**config.mk**
```make
export PLATFORM = sky130hd
export DESIGN_NAME = flopr_pipe
export DESIGN_NICKNAME = d
export VERILOG_FILES = /design/src/rtl/flopr_pipe.sv
export SDC_FILE = /design/constraint.sdc
export NUM_CORES = 1
export LEC_CHECK = 0
export CORE_MARGIN = 4
export CORE_UTILIZATION = 40
export CTS_BUF_LIST = sky130_fd_sc_hd__clkbuf_8
export CTS_CLUSTER_DIAMETER = 150
export DETAILED_ROUTE_END_ITERATION = 10
export GPL_ROUTABILITY_DRIVEN = 0
export PLACE_DENSITY_LB_ADDON = 0.2
export SLEW_MARGIN = 10
export SYNTH_ARGS = -nofsm -noshare
export SYNTH_HDL_FRONTEND = slang
export SYNTH_SLANG_ARGS = --single-unit
```
**constraint.sdc**
```tcl
create_clock -name clk -period 1.9 [get_ports clk]
set_input_delay 0.475 -clock clk [delete_from_list [all_inputs] [get_ports clk]]
set_output_delay 0.475 -clock clk [all_outputs]
set_load 0.02 [all_outputs]
```
**src/rtl/flopr_pipe.sv**
```systemverilog
// STAGES-deep, N-bit pipeline register chain with per-stage valid bits,
// global stall, synchronous flush and an occupancy count of valid stages.
module flopr_pipe #(
    parameter  int N      = 64,
    parameter  int STAGES = 3,
    localparam int CW     = $clog2(STAGES + 1)
) (
    input  logic          clk,
    input  logic          reset,
    input  logic          en,
    input  logic          flush,
    input  logic [N-1:0]  d,
    input  logic          d_valid,
    output logic [N-1:0]  q,
    output logic          q_valid,
    output logic [CW-1:0] occupancy,
    output logic          empty
);

    logic [N-1:0]      data_q [STAGES];
    logic [N-1:0]      data_d [STAGES];
    logic [STAGES-1:0] v_q;
    logic [STAGES-1:0] v_d;
    logic [CW-1:0]     cnt_q;
    logic [CW-1:0]     cnt_d;

    always_comb begin
        data_d = data_q;
        v_d    = v_q;
        cnt_d  = cnt_q;
        if (flush) begin
            for (int i = 0; i < STAGES; i++) begin
                data_d[i] = '0;
            end
            v_d   = '0;
            cnt_d = '0;
        end else if (en) begin
            data_d[0] = d;
            v_d[0]    = d_valid;
            // Data moves regardless of its valid bit; bubbles keep their payload.
            for (int i = 1; i < STAGES; i++) begin
                data_d[i] = data_q[i-1];
                v_d[i]    = v_q[i-1];
            end
            cnt_d = cnt_q + CW'(d_valid) - CW'(v_q[STAGES-1]);
        end
    end

    always_ff @(posedge clk or negedge reset) begin
        if (!reset) begin
            for (int i = 0; i < STAGES; i++) begin
                data_q[i] <= '0;
            end
            v_q   <= '0;
            cnt_q <= '0;
        end else begin
            for (int i = 0; i < STAGES; i++) begin
                data_q[i] <= data_d[i];
            end
            v_q   <= v_d;
            cnt_q <= cnt_d;
        end
    end

    assign q         = data_q[STAGES-1];
    assign q_valid   = v_q[STAGES-1];
    assign occupancy = cnt_q;
    assign empty     = (cnt_q == '0);

endmodule
```
==> metrics.md <==
| Metric | Value |
|---|---|
| CTS clock-pin slew for the worst setup and hold paths | `0.10 ns` |
| Post-Syn Area | `8480 sq um` |
| Critical path class | `flop to output pin` |
| Cells after Synth | `707` |
| Largest net degree at the start of global routing | `74` |
| Via count | `4,917` |
| PortBufs | `136` |
| DP Wirelength | `10.6 mm` |
| CTS tree | `done` |
| Die W | `154 microns` |
| Initial drt markers | `150` |
| Antenna Cells | `0` |
| Total global-route track usage | `0.138` |
| Setup TNS | `0 ns` |
| Worst-case vdd ir drop | `0.000452 V` |
| Setup violators final | `0` |
| Row count | `53` |
| Seq/Total Area, Yosys | `0.581` |
| Worst Path Max Fanout | `4` |
| Achievable Freq | `560 MHz` |
| Max Clock Skew | `0.0109 ns` |
| Max-cap viol count | `0` |
| Period utilisation layout | `0.940` |
| Post-synth top area cell | `dfrtp_1` |
| Hold crit path type | `primary input to flop` |
| First-pass GRT wire length | `26.8 mm` |
| Cts bufs inserted | `17` |
| Setup crit end kind | `output pin` |
| WP data required | `1.42 ns` |
| Flop pwr share | `0.560` |
| Yosys top cell area share | `0.581` |
| Clk buf depth | `2` |
| Main area contributors after synthesis | `dfrtp_1 58%, mux2i_1 23%, nor2_1 8.8%` |
| Routed wire per std cell | `14.8 microns` |
| Switching share of power | `0.247` |
| Max Slew Vio Count | `0` |
| CTS root buf | `clkbuf_8` |
| Sw Pwr | `1950 uW` |
| DR DRC count | `0` |
| Yosys reg bits | `197` |
| Layout net count | `847` |
| Proportion of layout cells with a drive suffix above 1 | `0.0685` |
| Mean number of vias per cell | `4.63` |
| Filler cells | `1,936` |
| Detailed Routing Iterations Pass 1 | `4` |
| Part of the power in the clock network | `0.334` |
| Congestion Overflow GR | `0` |
| RSZ-0062 raised after global routing | `no` |
| Fin crit period | `1.79 ns` |
| Die height | `154 microns` |
| Synthesized area per cell | `12.0 sq um` |
| Starting Density | `0.405` |
| Initial antenna violation count | `0` |
| Int Pwr | `5930 uW` |
| Vias in the first global route | `5,151` |
| Syn_nets | `778` |
| CP Data Arrival Time | `1.31 ns` |
| Area Overhead vs Synth | `18.0%` |
| Top-Level Pins | `137` |
| YS warnings | `0` |
| Max_slew headroom | `0.674` |
| Post-Route WL | `15.8 mm` |
| Antenna viol nets, final | `0` |
| H-tree depth | `4` |
| Post-DP Area | `9710 sq um` |
| Cell area after layout | `10,000 sq um` |
| Setup bufs post-CTS | `0` |
| Hold Vio Cnt, Final | `0` |
| Core area | `21,000 sq um` |
| Outcome | `completed` |
| Combinational share of power | `0.106` |
| Startpoint types | `flop` |
| Worst-Margin Slew | `0.489 ns` |
| Leakage | `0.00538 uW` |
| Cell Pwr Density | `787 nW/um^2` |
| Clock sink count | `197` |
| Post-synthesis cell type count | `14` |
| Worst skew pair latency | `0.46 ns` |
| Die footprint | `23,600 sq um` |
cell usage after synthesis (all sizes together):
cell    number
a21oi        1
xor2         1
clkbuf      12
ha           2
nor2       198
inv          2
nand2b       1
a31o         1
dfrtp      197
mux2i      196
buf         96
stage by stage:
| stage | util | hold slack [ns] | setup slack (ns) | cells | power, uW |
|---|---|---|---|---|---|
| finish | 0.478 | 0.324 | 0.113 | 1063 | 7880 |
| global placement | 0.463 | 0.481 | 0.165 | 1031 | 5340 |
| CTS | 0.478 | 0.293 | 0.0691 | 1063 | 8020 |
| floorplan | - | 0.179 | 0.352 | 707 | 4990 |
| detailed placement | 0.463 | 0.490 | 0.154 | 1031 | 5370 |
| global route | 0.478 | 0.297 | 0.0292 | 1063 | 8280 |
cell families after synthesis:
kind of cell             Yosys count  share of synthesized area
multiplexers                     196                      0.231
AND/OR/NAND/NOR                  199                     0.0883
XOR/XNOR                           1                    0.00103
buffers and inverters            110                     0.0937
AO/OA/AOI/OAI                      2                    0.00162
flip-flops                       197                      0.581
adder cells (fa/ha/maj)            2                    0.00295
layout make-up:
type / instances / area, sq um / share of cell area
clock inverter: 13 / 134 / 0.0134
clock buffer: 18 / 248 / 0.0247
timing repair buffer: 158 / 1590 / 0.159
sequential: 197 / 4930 / 0.492
inverter: 2 / 7.51 / 0.000750
tap: 275 / 344 / 0.0344
multi-input combinational: 400 / 2760 / 0.276
path summary, 6_finish.rpt:
kind / from / to / slack [ns] / cells after the start
worst max-delay path: occupancy[1]$_DFFE_PN0P_ / empty / 0.11 / 2
worst min-delay path: flush / data_q[179]$_DFFE_PN0P_ / 0.32 / 2
worst max register to register: occupancy[0]$_DFFE_PN0P_ / occupancy[1]$_DFFE_PN0P_ / 0.39 / 7
worst min register to register: q[12]$_DFFE_PN0P_ / q[12]$_DFFE_PN0P_ / 0.52 / 2
max in group asynchronous: reset / data_q[162]$_DFFE_PN0P_ / 0.76 / 3
min in group asynchronous: reset / v_q[0]$_DFFE_PN0P_ / 0.55 / 2
power groups by stage:
| stage | clock [uW] | combinational (uW) | sequential (uW) |
|---|---|---|---|
| global placement | 0 | 842 | 4490 |
| global route | 2920 | 926 | 4440 |
| detailed placement | 0 | 868 | 4500 |
| floorplan | 0 | 512 | 4480 |
| CTS | 2750 | 853 | 4420 |
| finish | 2630 | 833 | 4420 |
metal layers:
metal  wire [microns]  vias up  share of wire  track usage
met4              174        0          0.011       0.0442
li1                 -     2394              -            -
met1             7520     2423           0.48        0.191
met2             7340       91           0.47        0.212
met5                0        -              0            0
met3              738        9          0.047       0.0388
what timing repair did:
action / 4_1_cts / 5_1_grt
hold endpoints to repair: 47 / 0
resized for setup: 68 / 0
hold buffers: 1 / 0
setup endpoints to repair: 68 / 0
worst max-delay path, cell delays in order, from the launching register on:
cell           delay, ns
dfrtp_1             0.42
nor2_1              0.11
dlygate4sd2_1       0.34
cell usage in the layout (no fill, tap or decap):
master           count
clkinv_2             3
xor2_1               1
clkbuf_8            19
nand2b_1             1
inv_6                2
dlygate4sd3_1        1
buf_4               10
inv_1                4
dlygate4sd2_1       68
dfrtp_1            197
buf_12              11
ha_1                 2
clkdlybuf4s50_1     65
buf_8                1
mux2i_1            196
clkinvlp_4           1
bufinv_16            2
nor2_1             198
buf_6                1
a21oi_1              1
clkinv_4             3
a31o_2               1
state kept, by name (all words and copies together) (netlist names):
register,flops
data_q,128
q,64
v_q,3
occupancy,2
Note: power is estimated with default switching activity, not from simulation.
